[src/rtl/video_pkg.sv]
// Shared video types and helpers for the pattern sequencer slice.
package video_pkg;

    typedef logic [23:0] rgb_t;

    localparam rgb_t        RGB_BLACK       = 24'h000000;
    localparam logic [15:0] FRAME_COUNT_MAX = 16'hFFFF;

    typedef enum logic {
        ST_IDLE    = 1'b0,
        ST_PENDING = 1'b1
    } seq_state_t;

    // Width of a pattern index; never narrower than one bit.
    function automatic int idx_width(input int n);
        return (n < 2) ? 1 : $clog2(n);
    endfunction

endpackage

[src/rtl/vsync_edge_detect.sv]
// Frame-boundary detector: registers vsync and flags its rising edge in the
// same cycle the new level arrives.
module vsync_edge_detect (
    input  logic clock,
    input  logic reset,
    input  logic vsync_i,
    output logic rise_o
);

    logic vsync_q;

    always_ff @(posedge clock) begin
        if (!reset) begin
            vsync_q <= 1'b0;
        end else begin
            vsync_q <= vsync_i;
        end
    end

    assign rise_o = vsync_i & ~vsync_q;

endmodule

[src/rtl/pattern_sequencer.sv]
// Muxes one of several RGB pattern sources onto a registered video output and
// switches sources only at frame boundaries, by request or by auto-cycling.
module pattern_sequencer
    import video_pkg::*;
#(
    parameter int NUM_PATTERNS = 4,
    parameter int AUTO_FRAMES  = 60
) (
    input  logic                                  clock,
    input  logic                                  reset,
    input  rgb_t [NUM_PATTERNS-1:0]               src_data,
    input  logic                                  in_de,
    input  logic                                  in_hsync,
    input  logic                                  in_vsync,
    input  logic                                  req_valid,
    input  logic [idx_width(NUM_PATTERNS)-1:0]    req_pattern,
    output logic                                  req_ready,
    output logic                                  req_error,
    input  logic                                  auto_en,
    output rgb_t                                  video_data,
    output logic                                  video_de,
    output logic                                  video_hsync,
    output logic                                  video_vsync,
    output logic [idx_width(NUM_PATTERNS)-1:0]    active_pattern,
    output logic [15:0]                           frame_count
);

    localparam int              IDX_W     = idx_width(NUM_PATTERNS);
    localparam logic [15:0]     AUTO_LAST = 16'(AUTO_FRAMES - 1);
    localparam logic [IDX_W-1:0] LAST_IDX = IDX_W'(NUM_PATTERNS - 1);

    seq_state_t       state_q, state_d;
    logic [IDX_W-1:0] pend_q, pend_d;
    logic [IDX_W-1:0] active_q, active_d;
    logic [15:0]      fcount_q, fcount_d;
    logic             ready_q, ready_d;
    logic             error_q, error_d;
    rgb_t             vdata_q, vdata_d;
    logic             vde_q, vhs_q, vvs_q;

    logic frame_rise;
    logic handshake;
    logic req_in_range;

    vsync_edge_detect u_vsync_edge (
        .clock   (clock),
        .reset   (reset),
        .vsync_i (in_vsync),
        .rise_o  (frame_rise)
    );

    assign handshake    = req_valid & ready_q;
    assign req_in_range = {{(32-IDX_W){1'b0}}, req_pattern} < 32'(NUM_PATTERNS);

    always_ff @(posedge clock) begin
        if (!reset) begin
            state_q  <= ST_IDLE;
            pend_q   <= '0;
            active_q <= '0;
            fcount_q <= '0;
            ready_q  <= 1'b0;
            error_q  <= 1'b0;
            vdata_q  <= RGB_BLACK;
            vde_q    <= 1'b0;
            vhs_q    <= 1'b0;
            vvs_q    <= 1'b0;
        end else begin
            state_q  <= state_d;
            pend_q   <= pend_d;
            active_q <= active_d;
            fcount_q <= fcount_d;
            ready_q  <= ready_d;
            error_q  <= error_d;
            vdata_q  <= vdata_d;
            vde_q    <= in_de;
            vhs_q    <= in_hsync;
            vvs_q    <= in_vsync;
        end
    end

    always_comb begin
        state_d = state_q;
        pend_d  = pend_q;
        unique case (state_q)
            ST_IDLE: begin
                if (handshake && req_in_range) begin
                    state_d = ST_PENDING;
                    pend_d  = req_pattern;
                end
            end
            ST_PENDING: begin
                if (frame_rise) begin
                    state_d = ST_IDLE;
                end
            end
            default: state_d = ST_IDLE;
        endcase
    end

    // A pending switch wins over auto-advance; a request arriving on the
    // boundary itself is only latched here and applied one frame later.
    always_comb begin
        active_d = active_q;
        fcount_d = fcount_q;
        error_d  = (state_q == ST_IDLE) && handshake && !req_in_range;
        ready_d  = (state_d == ST_IDLE);
        if (frame_rise) begin
            if (state_q == ST_PENDING) begin
                active_d = pend_q;
                fcount_d = '0;
            end else if (auto_en && (fcount_q == AUTO_LAST)) begin
                active_d = (active_q == LAST_IDX) ? '0 : active_q + IDX_W'(1);
                fcount_d = '0;
            end else if (fcount_q != FRAME_COUNT_MAX) begin
                fcount_d = fcount_q + 16'd1;
            end
        end
        vdata_d = in_de ? src_data[active_q] : RGB_BLACK;
    end

    assign req_ready      = ready_q;
    assign req_error      = error_q;
    assign active_pattern = active_q;
    assign frame_count    = fcount_q;
    assign video_data     = vdata_q;
    assign video_de       = vde_q;
    assign video_hsync    = vhs_q;
    assign video_vsync    = vvs_q;

endmodule

[config.mk]
export PLATFORM = sky130hd
export DESIGN_NAME = pattern_sequencer
export DESIGN_NICKNAME = d
export VERILOG_FILES = /design/src/rtl/video_pkg.sv /design/src/rtl/vsync_edge_detect.sv /design/src/rtl/pattern_sequencer.sv
export SDC_FILE = /design/constraint.sdc
export NUM_CORES = 1
export LEC_CHECK = 0
export CORE_MARGIN = 4
export CORE_UTILIZATION = 38
export CTS_CLUSTER_DIAMETER = 100
export CTS_CLUSTER_SIZE = 20
export DETAILED_ROUTE_END_ITERATION = 8
export HOLD_SLACK_MARGIN = 0.12
export PLACE_DENSITY = 0.81
export SYNTH_ARGS = -nofsm -noshare
export SYNTH_HDL_FRONTEND = slang
export SYNTH_SLANG_ARGS = --single-unit
[constraint.sdc]
create_clock -name clock -period 2.8 [get_ports clock]
set_clock_uncertainty 0.2 [all_clocks]
set_input_delay 0.28 -clock clock [delete_from_list [all_inputs] [get_ports clock]]
set_output_delay 0.28 -clock clock [all_outputs]
set_load 0.01 [all_outputs]
==> results.yml, run 1 <==
timing:
  relSlewSlack_pct: 44.83
  period_needed_ns: 2.378
  hold_slack_ns: 0.3308
  rsz0062_at_grt: "false"
  tns_ns: 0
  drv_slew: 0
  final-setup-viol-count: 0
  worst_pin_slew_ns: 0.8257
  hold_viol_final: 0
  timing.fmax_mhz: 420.6
  period_share_pct: 84.91
place:
  gp_congestion: 0.9471
  port_buffers: 150
  dp_hpwl_mm: 6.672
cts:
  cts_tree: "done"
  clk_pin_slew_ns: 0.09
  postCtsResizedCells: 0
  clock_latency_ns: 0.29
  post-cts-setup-buffers: 0
  numCtsBuffers: 5
  cts-htree-levels: 2
  clkSinkCount: 49
  cts_root_buffer: "clkbuf_8"
  cts_hold_buf: 0
  cts_buffer_depth: 2
layout:
  final_layout_size_suffix_gt1_share_pct: 12.37
  area_growth_pct: 65.17
  multi_input_area_um2: 1459
  final_common_cell: "clkdlybuf4s50_1"
  layout_common_cells: "clkdlybuf4s50_1 (150), dfxtp_1 (48), nor2b_1 (28)"
  antennaDiodeCount: 0
  num-nets-final: 487
  register_area_um2: 982.2
  nFillCells: 515
grt:
  track_usage_pct: 18.79
  grt_overflow: 0
  grt_pass1_vias: 2305
  grt_max_degree: 26
  grt_pass1_wl_mm: 11.54
  antenna_found_initial: 0
die:
  dieArea_um2: 8045
  num_rows: 29
  die_x_um: 89.70
  coreArea_um2: 6422
  die_y_um: 89.70
  ios: 152
  initial_core_util_pct: 39.49
route:
  drt_iter0_drc: 106
  vias_per_cell: 5.333
  drtPass1Iterations: 4
  drtAntennaViolNets: 0
  vias: 2437
  avgRoutedWirePerCell_um: 17.88
  drc: 0
  totalWireLength_mm: 8.171
logic_synthesis:
  synth_nets: 340
  synth.top_cell.area_share_pct: 38.68
  synth-seq-cells: 49
  synth_xor_area_share_pct: 1.381
  syn_area_um2: 2536
  synth_mux_area_share_pct: 23.29
  syn_inst: 233
  synth_edf_count: 0
  synth_flop_cell: "dfxtp_1"
  synth_top_family_by_area: "simple AND/OR/NAND/NOR gates"
  async_flop_share_pct: 0
  syn-mean-instance-area_um2: 10.88
  synth_top_area_cell: "dfxtp_1"
  synthAdderAreaFrac_pct: 0.9867
  synth.distinct_cells: 46
  synth_compound_area_share_pct: 6.611
  synth.area.top_cells: "dfxtp_1 (39%), mux4_2 (21%), nor2b_1 (6.9%)"
  synth-simple-area-share_pct: 25.11
  ys_seq_area_share_pct: 38.68
  yosysWarnings: 0
power_and_ir_drop:
  p_per_area_nw_per_um2: 357.7
  max-vdd-ir-drop_uv: 182.3
  total_power_uw: 1498
  p_leak_uw: 0.001447
worst_setup_path:
  crit_path_max_fanout: 7
  cp-end-kind: "flop"
  critical_path_class: "reg2reg"
  cp.required_ns: 2.80
  setup.worst_path.start_class: "flop"
  arrival_ns: 2.37
run:
  drv_cap: 0
status:
  status: "finished, final reports clean"
hold_path:
  hold_path_class: "reg2reg"
[metrics by stage]
| step | cell area [um2] | cells | setup slack [ns] | utilization [%] |
|---|---|---|---|---|
| after floorplan | 2536 | 233 | 0.7527 | - |
| after global placement | 4099 | 450 | 0.3908 | 63.82 |
| after detailed placement | 4099 | 450 | 0.3292 | 63.82 |
| after CTS | 4189 | 457 | 0.4290 | 65.23 |
| after global routing | 4189 | 457 | 0.2378 | 65.23 |
| final | 4189 | 457 | 0.4224 | 65.23 |
[critical path: stages (launching register included)]
cell and delay [ns]:
dfxtp_1 0.37, ha_1 0.29, nand4b_1 0.14, nor4_2 0.06, nor3b_1 0.67, nand2_1 0.20
o311ai_0 0.34
[metal layers]
metal | vias up | track usage, % | wire [um]
met4 | 0 | 4.195 | 48
met5 | - | 0 | 0
li1 | 1161 | - | -
met3 | 5 | 4.015 | 810
met2 | 125 | 34.18 | 4199
met1 | 1146 | 22.60 | 3112
[cell type report]
class | count | area share (%)
timing repair buffer | 155 | 36.74
inverter | 6 | 0.5376
clock inverter | 1 | 0.1792
clock buffer | 6 | 1.971
tap | 77 | 2.300
sequential | 49 | 23.45
multi-input combinational | 163 | 34.83
[cells by family after synthesis]
family | after synthesis
AO/OA/AOI/OAI | 20
XOR/XNOR | 4
adder cells (fa/ha/maj) | 2
buffers and inverters | 21
flip-flops | 49
multiplexers | 29
other | 1
AND/OR/NAND/NOR | 107
[path summary, 6_finish.rpt]
| path | cells after the start | endpoint | slack [ns] | from |
|---|---|---|---|---|
| setup / recovery | 6 | frame_count[10] | 0.42 | frame_count[0] |
| hold / removal | 2 | frame_count[1] | 0.33 | frame_count[1] |
| setup reg to reg | 6 | frame_count[10] | 0.42 | frame_count[0] |
| hold reg to reg | 2 | frame_count[1] | 0.33 | frame_count[1] |
[state kept, by name (all words and copies together) (netlist names)]
signal,count
video_data,24
frame_count,16
u_vsync_edge.vsync_q,1
req_ready,1
video_hsync,1
video_de,1
active_pattern,2
state_q,1
pend_q,2
[report_power, final]
group | internal, uW | switching, uW | leakage, uW | total [uW]
registers | 723 | 19.5 | 0.000401 | 742
logic | 239 | 97.7 | 0.00100 | 336
clock network | 196 | 224 | 0.0000433 | 420
[cells in the mapped netlist, types with 3 or more instances]
library cell  count
dfxtp_1          49
nor2b_1          28
mux4_2           24
nand3_1          14
nand4_1          11
nand2_1          10
nor2_1           10
clkbuf_1          8
nor3_1            7
inv_1             6
buf_2             5
mux2i_1           5
xnor2_1           4
and2_1            3
and3_1            3
nand2b_1          3
o21ai_0           3
or4_1             3
(Power assumes the default switching activity.)
==> run 2: changes to the inputs <==
==> constraint.sdc (replaced) <==
create_clock -name clock -period 2.35 [get_ports clock]
set_clock_uncertainty 0.2 [all_clocks]
set_input_delay 0.235 -clock clock [delete_from_list [all_inputs] [get_ports clock]]
set_output_delay 0.235 -clock clock [all_outputs]
set_load 0.01 [all_outputs]
==> run 2 against run 1 <==
  * Critical path depth unchanged
  * Final area rose by 2.6%
  * Routed wire length up 4.1%
  * Global-route usage grew 1.8 points
  * Clock-buffer cell count is 1 higher
  * Power increased by 28%
  * Sequential share of layout area shrank 0.59 points
  * Fmax is 13% higher
  * Critical endpoint is now frame_count[13]
  * Highest routed layer unchanged
==> results.yml, run 2 (synthesis results as in run 1) <==
grt:
  track_usage_pct: 20.58
  grt_pass1_wl_mm: 12.64
  grt_overflow: 0
  antenna_found_initial: 0
  grt_pass1_vias: 2489
  grt_max_degree: 26
worst_setup_path:
  path_depth: 6
  cp-end-kind: "flop"
  setup.worst_path.start_class: "flop"
  cp.required_ns: 2.34
  cp_num_buf_inv: 1
  crit_slowest_cell: "or4_1"
  critPathTopFamily: "simple AND/OR/NAND/NOR gates"
  arrival_ns: 2.10
  critical_path_class: "reg2reg"
  rr_worst_depth: 6
  crit_path_max_fanout: 7
  slowest_delay_ns: 0.58
  cp_cell_sequence: "or4_1 -> nor4_2 -> nor3b_1 -> buf_4 -> a22oi_2 -> o22ai_1"
timing:
  drv_slew: 0
  hold_slack_ns: 0.3163
  final-setup-viol-count: 0
  timing.fmax_mhz: 473.9
  period_needed_ns: 2.110
  rsz0062_at_grt: "false"
  hold_viol_final: 0
  period_share_pct: 89.80
  tns_ns: 0
layout:
  design_area_um2: 4298
  nFillCells: 513
  final_layout_size_suffix_gt1_share_pct: 14.80
  final_common_cell: "clkdlybuf4s50_1"
  largest_reg_flops: 24
  antennaDiodeCount: 0
  layout_common_cells: "clkdlybuf4s50_1 (150), dfxtp_1 (48), nor2b_1 (28)"
  area_growth_pct: 69.46
  num-nets-final: 498
  finish.utilization_pct: 66.92
route:
  avgRoutedWirePerCell_um: 18.14
  drt_iter0_drc: 103
  totalWireLength_mm: 8.509
  vias: 2480
  wl_met1_mm: 3.151
  wl_met2_mm: 4.401
  drtPass1Iterations: 4
  vias_per_cell: 5.288
  drc: 0
  drtAntennaViolNets: 0
  top_layer_used: "met4"
  dr_wl_met3_um: 832
die:
  coreArea_um2: 6422
  ios: 152
  die_y_um: 89.70
  dieArea_um2: 8045
  initial_core_util_pct: 39.49
  die_x_um: 89.70
  num_rows: 29
cts:
  clock_latency_ns: 0.30
  post-cts-setup-buffers: 0
  cts-htree-levels: 2
  cts_hold_buf: 0
  cts_buffer_depth: 2
  cts_tree: "done"
  numCtsBuffers: 5
  postCtsResizedCells: 0
  clkSinkCount: 49
  clk_pin_slew_ns: 0.09
  cts_root_buffer: "clkbuf_8"
place:
  gp_congestion: 0.9145
  dp_hpwl_mm: 7.063
  placedInstanceArea_um2: 4182
  port_buffers: 150
power_and_ir_drop:
  switchingPower_uw: 417.7
  p_seq_share_pct: 45.5
  p_per_area_nw_per_um2: 447.4
  p_leak_uw: 0.001518
  p_comb_share_pct: 22.3
  power.internal_uw: 1505
  max-vdd-ir-drop_uv: 372.7
  clockPowerShare_pct: 32.2
  total_power_uw: 1923
  swShare_pct: 21.72
hold_path:
  hold_path_class: "in2reg"
  hold_depth: 2
status:
  status: "finished, final reports clean"
run:
  drv_cap: 0
run 2: changes by cell type in the layout (fill, tap and decap cells not counted):
| cell | before | now |
|---|---|---|
| buf_4 | 5 | 16 |
| bufinv_16 | 0 | 1 |
| clkbuf_1 | 0 | 1 |
| clkinvlp_4 | 1 | 0 |
run 2: final cells by class:
cell class	count	area, um2	share of cell area (%)
tap	77	96.34	2.242
inverter	6	22.52	0.5240
multi-input combinational	163	1459	33.94
clock buffer	7	86.33	2.009
sequential	49	982.2	22.85
clock inverter	1	30.03	0.6987
timing repair buffer	166	1622	37.73
run 2: worst paths after layout:
kind                                        end  slack, ns      startpoint
worst min-delay path                video_hsync       0.32        in_hsync
worst max register to register  frame_count[13]       0.24  frame_count[6]
worst min register to register        pend_q[0]       0.33       pend_q[0]
worst max-delay path            frame_count[13]       0.24  frame_count[6]
run 2: through the flow:
stage / setup WS, ns / cells
2_1_floorplan: 0.3027 / 233
3_3_place_gp: 0.07918 / 461
3_5_place_dp: 0.02848 / 461
4_1_cts: 0.2519 / 469
5_1_grt: 0.08698 / 469
6_report: 0.2398 / 469
run 2: metal layers:
layer	vias up	global-route usage, %
met5	-	0
met4	0	5.142
met3	11	6.387
met2	120	37.83
met1	1165	22.95
li1	1184	-
run 2: worst reg2reg max path, cell delays in order (launching register included):
cell     delay, ns
dfxtp_1       0.39
or4_1         0.58
nor4_2        0.27
nor3b_1       0.13
buf_4         0.18
a22oi_2       0.16
o22ai_1       0.10
run 2: power groups by stage:
stage	registers [uW]	logic [uW]	clock network, uW
after floorplan	907	147	0
after global placement	894	422	0
after detailed placement	895	432	0
after CTS	875	433	630
after global routing	879	458	671
final	875	429	620
